`src/rtl/genetico_pkg.sv`:
```
// Shared constants, state encoding and the output-compare helper for the
// chromosome evaluation controller.
// Latency: n/a (package). Backpressure: n/a (package).
// Contents: chromosome geometry, phenotype I/O widths, fitness width, FSM codes.
package genetico_pkg;

    // Chromosome geometry: logic elements, output selectors and spare bits.
    localparam int N_LES     = 27;
    localparam int LE_W      = 15;
    localparam int N_OUTS    = 4;
    localparam int OUT_SEL_W = 6;
    localparam int SPARE_W   = 24;
    localparam int CHROM_W   = N_LES * LE_W + N_OUTS * OUT_SEL_W + SPARE_W;  // 453

    // Phenotype interface and score widths.
    localparam int IN_W    = 8;
    localparam int OUT_W   = N_OUTS;
    localparam int FIT_W   = IN_W + $clog2(OUT_W) + 1;   // holds 2^IN_W * OUT_W
    localparam int MATCH_W = $clog2(OUT_W + 1);          // per-vector match count

    // Bit counter must be able to reach CHROM_W itself (the "loaded" value).
    localparam int              CNT_W     = $clog2(CHROM_W + 1);
    localparam logic [CNT_W-1:0] CHROM_CNT = CNT_W'(CHROM_W);

    // FSM encoding.
    typedef logic [1:0] state_t;
    localparam state_t S_IDLE  = 2'd0;
    localparam state_t S_EVAL  = 2'd1;
    localparam state_t S_DRAIN = 2'd2;
    localparam state_t S_DONE  = 2'd3;

    // Number of output bits on which the phenotype agrees with the expectation.
    function automatic logic [MATCH_W-1:0] match_count(input logic [OUT_W-1:0] got,
                                                       input logic [OUT_W-1:0] want);
        logic [OUT_W-1:0]   eq;
        logic [MATCH_W-1:0] n;
        eq = ~(got ^ want);
        n  = '0;
        for (int i = 0; i < OUT_W; i++) begin
            n = n + MATCH_W'(eq[i]);
        end
        return n;
    endfunction

endpackage

```
`src/rtl/controlador_avaliacao_carregador_serial.sv`:
```
// Serial chromosome loader: right-shifting configuration register plus beat counter.
// Latency: a bit accepted at edge t is visible on cromossomo after edge t.
// Backpressure: serial_ready drops once CHROM_W bits are held or when not idle.
//
// Ports:
//   clk, rst_n        clock, async active-low reset
//   idle              controller is in IDLE (loading allowed)
//   clr               discard bit count (register contents kept); wins over a beat
//   serial_in/_valid  bit stream in;  serial_ready  beat accepted this cycle
//   cromossomo        configuration register;  loaded  all CHROM_W bits present
module carregador_serial
    import genetico_pkg::*;
(
    input  logic               clk,
    input  logic               rst_n,
    input  logic               idle,
    input  logic               clr,
    input  logic               serial_in,
    input  logic               serial_valid,
    output logic               serial_ready,
    output logic [CHROM_W-1:0] cromossomo,
    output logic               loaded
);

    logic [CHROM_W-1:0] crom_q, crom_d;
    logic [CNT_W-1:0]   bit_cnt_q, bit_cnt_d;
    logic               ready;

    always_comb begin
        ready     = idle && (bit_cnt_q < CHROM_CNT);
        crom_d    = crom_q;
        bit_cnt_d = bit_cnt_q;
        if (clr) begin
            // Only the count is dropped; the phenotype keeps seeing the old
            // configuration until new bits shift in.
            bit_cnt_d = '0;
        end else if (serial_valid && ready) begin
            // First bit sent ends up in bit 0 after CHROM_W beats.
            crom_d    = {serial_in, crom_q[CHROM_W-1:1]};
            bit_cnt_d = bit_cnt_q + 1'b1;
        end
    end

    always_ff @(posedge clk or negedge rst_n) begin
        if (!rst_n) begin
            crom_q    <= '0;
            bit_cnt_q <= '0;
        end else begin
            crom_q    <= crom_d;
            bit_cnt_q <= bit_cnt_d;
        end
    end

    assign serial_ready = ready;
    assign cromossomo   = crom_q;
    assign loaded       = (bit_cnt_q == CHROM_CNT);

endmodule

```
`src/rtl/controlador_avaliacao.sv`:
```
// Evaluation sequencer: loads a chromosome, sweeps all 2^IN_W phenotype inputs, scores matches.
// Latency: start accepted at edge t -> done/fitness visible after edge t+2^IN_W+2.
// Backpressure: serial_ready low outside IDLE or once loaded; start/clear ignored while busy.
//
// Ports:
//   clk, rst_n                     clock, async active-low reset
//   serial_in/_valid/_ready        chromosome bit stream (one bit per accepted beat)
//   clear                          drop partial/complete chromosome (IDLE only)
//   start                          begin evaluation (needs loaded)
//   cromossomo                     static configuration driven to the phenotype
//   chromIn / chromOut             phenotype test vector / its response
//   exp_addr / exp_data            truth-table ROM address / data one cycle later
//   loaded, busy, done, fitness    status, 1-cycle completion pulse, matching-bit score
module controlador_avaliacao
    import genetico_pkg::*;
(
    input  logic               clk,
    input  logic               rst_n,
    input  logic               serial_in,
    input  logic               serial_valid,
    output logic               serial_ready,
    input  logic               clear,
    input  logic               start,
    output logic [CHROM_W-1:0] cromossomo,
    output logic [IN_W-1:0]    chromIn,
    input  logic [OUT_W-1:0]   chromOut,
    output logic [IN_W-1:0]    exp_addr,
    input  logic [OUT_W-1:0]   exp_data,
    output logic               loaded,
    output logic               busy,
    output logic               done,
    output logic [FIT_W-1:0]   fitness
);

    state_t            state_q, state_d;
    logic [IN_W-1:0]   vec_cnt_q, vec_cnt_d;
    logic [OUT_W-1:0]  out_q, out_d;
    logic              valid_q, valid_d;
    logic [FIT_W-1:0]  acc_q, acc_d;
    logic [FIT_W-1:0]  fitness_q, fitness_d;
    logic              done_q, done_d;

    logic              idle;
    logic              load_clr;

    assign idle = (state_q == S_IDLE);
    // A finished evaluation consumes the chromosome, so DONE also clears the count.
    assign load_clr = (idle && clear) || (state_q == S_DONE);

    carregador_serial u_carregador (
        .clk          (clk),
        .rst_n        (rst_n),
        .idle         (idle),
        .clr          (load_clr),
        .serial_in    (serial_in),
        .serial_valid (serial_valid),
        .serial_ready (serial_ready),
        .cromossomo   (cromossomo),
        .loaded       (loaded)
    );

    always_comb begin
        state_d   = state_q;
        vec_cnt_d = vec_cnt_q;
        out_d     = out_q;
        valid_d   = 1'b0;
        acc_d     = acc_q;
        fitness_d = fitness_q;
        done_d    = 1'b0;

        // Compare stage: the response captured last cycle meets the ROM word
        // for the same address, which arrives one cycle after exp_addr.
        if (valid_q) begin
            acc_d = acc_q + FIT_W'(match_count(out_q, exp_data));
        end

        case (state_q)
            S_IDLE: begin
                vec_cnt_d = '0;
                if (start && loaded) begin
                    state_d = S_EVAL;
                    acc_d   = '0;
                end
            end
            S_EVAL: begin
                out_d   = chromOut;
                valid_d = 1'b1;
                if (vec_cnt_q == '1) begin
                    state_d   = S_DRAIN;
                    vec_cnt_d = '0;
                end else begin
                    vec_cnt_d = vec_cnt_q + 1'b1;
                end
            end
            S_DRAIN: begin
                // Absorbs the compare of the last vector.
                state_d = S_DONE;
            end
            S_DONE: begin
                fitness_d = acc_q;
                done_d    = 1'b1;
                state_d   = S_IDLE;
            end
            default: begin
                state_d = S_IDLE;
            end
        endcase
    end

    always_ff @(posedge clk or negedge rst_n) begin
        if (!rst_n) begin
            state_q   <= S_IDLE;
            vec_cnt_q <= '0;
            out_q     <= '0;
            valid_q   <= 1'b0;
            acc_q     <= '0;
            fitness_q <= '0;
            done_q    <= 1'b0;
        end else begin
            state_q   <= state_d;
            vec_cnt_q <= vec_cnt_d;
            out_q     <= out_d;
            valid_q   <= valid_d;
            acc_q     <= acc_d;
            fitness_q <= fitness_d;
            done_q    <= done_d;
        end
    end

    assign chromIn  = vec_cnt_q;
    assign exp_addr = vec_cnt_q;
    assign busy     = (state_q == S_EVAL) || (state_q == S_DRAIN);
    assign done     = done_q;
    assign fitness  = fitness_q;

endmodule
```
`config.mk`:
```
export PLATFORM = sky130hd
export DESIGN_NAME = controlador_avaliacao
export DESIGN_NICKNAME = d
export VERILOG_FILES = /design/src/rtl/genetico_pkg.sv /design/src/rtl/controlador_avaliacao_carregador_serial.sv /design/src/rtl/controlador_avaliacao.sv
export SDC_FILE = /design/constraint.sdc
export NUM_CORES = 1
export LEC_CHECK = 0
export ABC_AREA = 1
export BUFFER_PORTS_ARGS = -buffer_cell sky130_fd_sc_hd__buf_2
export CORE_MARGIN = 2
export CORE_UTILIZATION = 30
export DETAILED_ROUTE_END_ITERATION = 8
export GPL_TIMING_DRIVEN = 0
export HOLD_SLACK_MARGIN = 0.03
export PLACE_DENSITY = 0.52
export SYNTH_ARGS = -nofsm -noshare
export SYNTH_HDL_FRONTEND = slang
export SYNTH_SLANG_ARGS = --single-unit
```
`constraint.sdc`:
```
create_clock -name clk -period 3.5 [get_ports clk]
set_clock_uncertainty 0.1 [all_clocks]
set_input_delay 0.175 -clock clk [delete_from_list [all_inputs] [get_ports clk]]
set_output_delay 0.175 -clock clk [all_outputs]
set_load 0.02 [all_outputs]
```
==> load_flow_metrics.sql <==
INSERT INTO impl_metrics (metric_group, metric, value, unit) VALUES
('outcome', 'status', 'finished clean', ''),
('cells_and_area', 'area.growth.synth_to_final', '27.2', '%'),
('synthesis', 'yosysTopAreaCellShare', '0.594', ''),
('synthesis', 'netlist_instances', '2335', ''),
('power_and_ir_drop', 'power.static_leakage', '15.6', 'nW'),
('cells_and_area', 'finish.cell_count_without_fillers', '3885', ''),
('timing', 'tns', '0', 'ns'),
('route', 'route.antenna.remaining_nets', '0', ''),
('synthesis', 'yosys-top-cells-count', '986 x nand2_1, 500 x dfrtp_1, 467 x nand4_1', ''),
('setup_path', 'timing.reg2reg.worst_path_depth', '10', ''),
('synthesis', 'yosys_register_bits', '500', ''),
('floorplan', 'die_y', '269', 'µm'),
('power_and_ir_drop', 'power.sequential.fraction', '0.475', ''),
('synthesis', 'syn_nets', '2360', ''),
('floorplan', 'design.die.area', '0.0723', 'mm²'),
('power_and_ir_drop', 'p_comb_frac', '0.053', ''),
('power_and_ir_drop', 'netSwitchingPower', '2.93', 'mW'),
('setup_path', 'setup.worst_path.start_class', 'flop', ''),
('grt', 'grt_overall_usage', '0.180', ''),
('power_and_ir_drop', 'p_int', '9.42', 'mW'),
('route', 'avgRoutedWirePerCell', '17.3', 'µm'),
('cts', 'cts.root.buffer_cell', 'clkbuf_16', ''),
('setup_path', 'crit_required', '3.22', 'ns'),
('route', 'dr.first_iter.drc_count', '1375', ''),
('placement', 'place_congestion', '0.835', ''),
('cts', 'clock_tree.buffer_depth', '3', ''),
('power_and_ir_drop', 'clock_power_share', '0.473', ''),
('timing', 'timing_max_transition_violations_final', '0', ''),
('timing', 'setup_viol', '0', ''),
('route', 'drt_first_pass_iters', '6', ''),
('synthesis', 'mappedNetlistArea', '0.0210', 'mm²'),
('job', 'number_of_max_cap_violations', '0', ''),
('min_path', 'hp-class', 'in2async', ''),
('synthesis', 'synth-edff-count', '0', ''),
('cts', 'cts-htree-levels', '2', ''),
('setup_path', 'setup.worst_path.class', 'reg2out', ''),
('placement', 'dp_hpwl', '48.7', 'mm'),
('synthesis', 'async_flop_share', '1.00', ''),
('route', 'route.vias.total', '19200', ''),
('timing', 'worst_pin_slew', '0.773', 'ns'),
('power_and_ir_drop', 'switching_share', '0.237', ''),
('grt', 'grt_start_max_net_pins', '118', ''),
('grt', 'grt_pass1_vias', '18100', ''),
('timing', 'rsz0062_at_grt', 'false', ''),
('cts', 'cts.sinks', '500', ''),
('timing', 'max_freq', '331', 'MHz'),
('power_and_ir_drop', 'power.density_cell_area', '461', 'mW/mm²'),
('synthesis', 'yosys.cell_count.top_type', 'nand2_1', ''),
('floorplan', 'die-width', '269', 'µm'),
('setup_path', 'crit_path_end_kind', 'output port', ''),
('synthesis', 'yosysUniqueCellTypes', '27', ''),
('setup_path', 'cp.arrival', '2.75', 'ns'),
('timing', 'fin_crit_period', '3.02', 'ns'),
('timing', 'fin_worst_hold_slack', '0.0694', 'ns'),
('synthesis', 'synth_largest_area_cell', 'dfrtp_1', ''),
('cts', 'path_clk_slew', '0.06', 'ns'),
('setup_path', 'critical_path_peak_fanout', '10', ''),
('floorplan', 'row_count', '97', ''),
('timing', 'layout_worst_path_cycle_share', '0.864', ''),
('cts', 'tritoncts', 'yes', ''),
('placement', 'placement.io_buffers', '496', ''),
('synthesis', 'ys_seq_area_frac', '0.594', ''),
('timing', 'final_hold_viol_count', '0', ''),
('synthesis', 'yosys_most_used_dff', 'dfrtp_1', ''),
('synthesis', 'synth_area_leaders', 'dfrtp_1 59%, nand2_1 18%, nand4_1 14%', ''),
('cts', 'number_of_buffers_inserted_during_clock_tree_synthesis', '57', ''),
('synthesis', 'synthesized_area_per_cell', '9.01', 'µm²'),
('synthesis', 'synth-warning-count', '0', ''),
('route', 'detail_route.vias_per_cell', '4.95', ''),
('floorplan', 'io_pins', '498', ''),
('cts', 'clk_latency', '0.59', 'ns'),
('placement', 'placed_cells', '3775', ''),
('timing', 'maxSlewHeadroom', '0.485', ''),
('grt', 'global_route.overflow_total', '0', ''),
('cells_and_area', 'layout-drive-gt1-share', '0.237', ''),
('route', 'drt_drc_violations_left', '0', ''),
('cells_and_area', 'design.final.nets', '2929', ''),
('power_and_ir_drop', 'ir_worst_vdd', '0.331', 'mV'),
('grt', 'grt_first_pass_wirelength', '104', 'mm'),
('grt', 'grt_antenna_before_repair', '1', ''),
('floorplan', 'initial_core_util', '0.302', ''),
('route', 'wl', '67.3', 'mm'),
('floorplan', 'core-area', '0.0698', 'mm²');
path summary, 6_finish.rpt:
path	startpoint	endpoint	slack, ns
min reg2reg	u_carregador.cromossomo[0]	u_carregador.cromossomo[0]	0.38
max	state_q[0]	serial_ready	0.48
max reg2reg	out_q[0]	acc_q[6]	0.62
max in group asynchronous	rst_n	u_carregador.cromossomo[327]	1.73
min in group clk	exp_data[1]	acc_q[0]	0.14
min	rst_n	u_carregador.cromossomo[124]	0.07
state kept, by name, summed over array words and instances, names as in the netlist:
name,cells
acc_q,11
chromIn,8
done,1
fitness,11
out_q,4
state_q,2
u_carregador.bit_cnt_q,9
u_carregador.cromossomo,453
valid_q,1
logic make-up after synthesis:
logic type / after synthesis / share of synthesized area
AOI/OAI and AO/OA: 19 / 0.00523
xor gates and xnor gates: 14 / 0.00583
adders and majority gates: 11 / 0.00761
buffers and inverters: 256 / 0.0526
DFF: 500 / 0.594
muxes: 6 / 0.00321
and+or+nand+nor: 1529 / 0.331
what timing repair did:
item,in CTS,in global routing
pin swaps,0,1
buffers inserted,0,3
gates resized for setup,1,0
hold endpoints to repair,187,0
hold buffers,7,0
setup endpoints to repair,1,1
gates cloned,0,0
critical path, stage by stage, from the launching register on:
cell and delay (ns):
dfrtp_1 0.42, inv_1 0.11, ha_1 0.38, inv_2 0.07
nor2_1 0.11, nand2_1 0.09, nor2_4 0.15, buf_2 0.32
buf_2 0.29, buf_2 0.22
power by group through the flow:
| stage | sequential [mW] | combinational [mW] | clock [mW] |
|---|---|---|---|
| after global routing | 5.86 | 0.731 | 6.24 |
| final | 5.86 | 0.649 | 5.84 |
| after CTS | 5.86 | 0.661 | 6.01 |
| after detailed placement | 5.96 | 0.655 | 0 |
| after floorplan | 6.00 | 0.277 | 0 |
| after global placement | 5.96 | 0.627 | 0 |
final cells by class:
type                       instances  area [µm²]
fill                            7098       43000
tap                              940        1180
multi-input combinational       1579        7430
antenna                            1        2.50
clock inverter                    12        95.1
buffer                           217         961
sequential                       500       12500
timing repair buffer             510        2700
inverter                          39         146
clock buffer                      87        1740
placed cells by master, fill, tap and decap left out, types with 2 or more instances in the layout:
cell type / n
nand4_1: 467
clkinv_2: 8
clkbuf_8: 16
clkbuf_16: 59
clkbuf_1: 129
inv_2: 2
o21ai_0: 4
dfrtp_1: 500
xor2_1: 14
a21oi_1: 9
ha_1: 8
inv_1: 36
buf_1: 3
or2_2: 2
mux2_2: 6
buf_16: 4
dlygate4sd3_1: 7
o22ai_1: 3
fa_1: 3
nor2_1: 35
inv_6: 2
buf_4: 13
nor3_1: 6
buf_2: 582
nand2_1: 986
nand3_1: 30
routing by layer:
layer  routed length, µm  up-vias  track usage
li1                    -     9046            -
met1               28200     9479        0.231
met2               31700      577        0.289
met3                5230      124       0.0537
met4                2230        0       0.0593
met5                   0        -            0
metrics by stage:
step	power [mW]	area [µm²]	setup slack (ns)	util
2_1_floorplan	6.28	21000	0.944	-
3_3_place_gp	6.59	24700	-8.11	0.354
3_5_place_dp	6.62	24800	0.307	0.356
4_1_cts	12.5	26700	0.0790	0.383
5_1_grt	12.8	26800	0.276	0.383
6_report	12.3	26800	0.476	0.383
No activity file was read; power rests on OpenSTA's default activity.
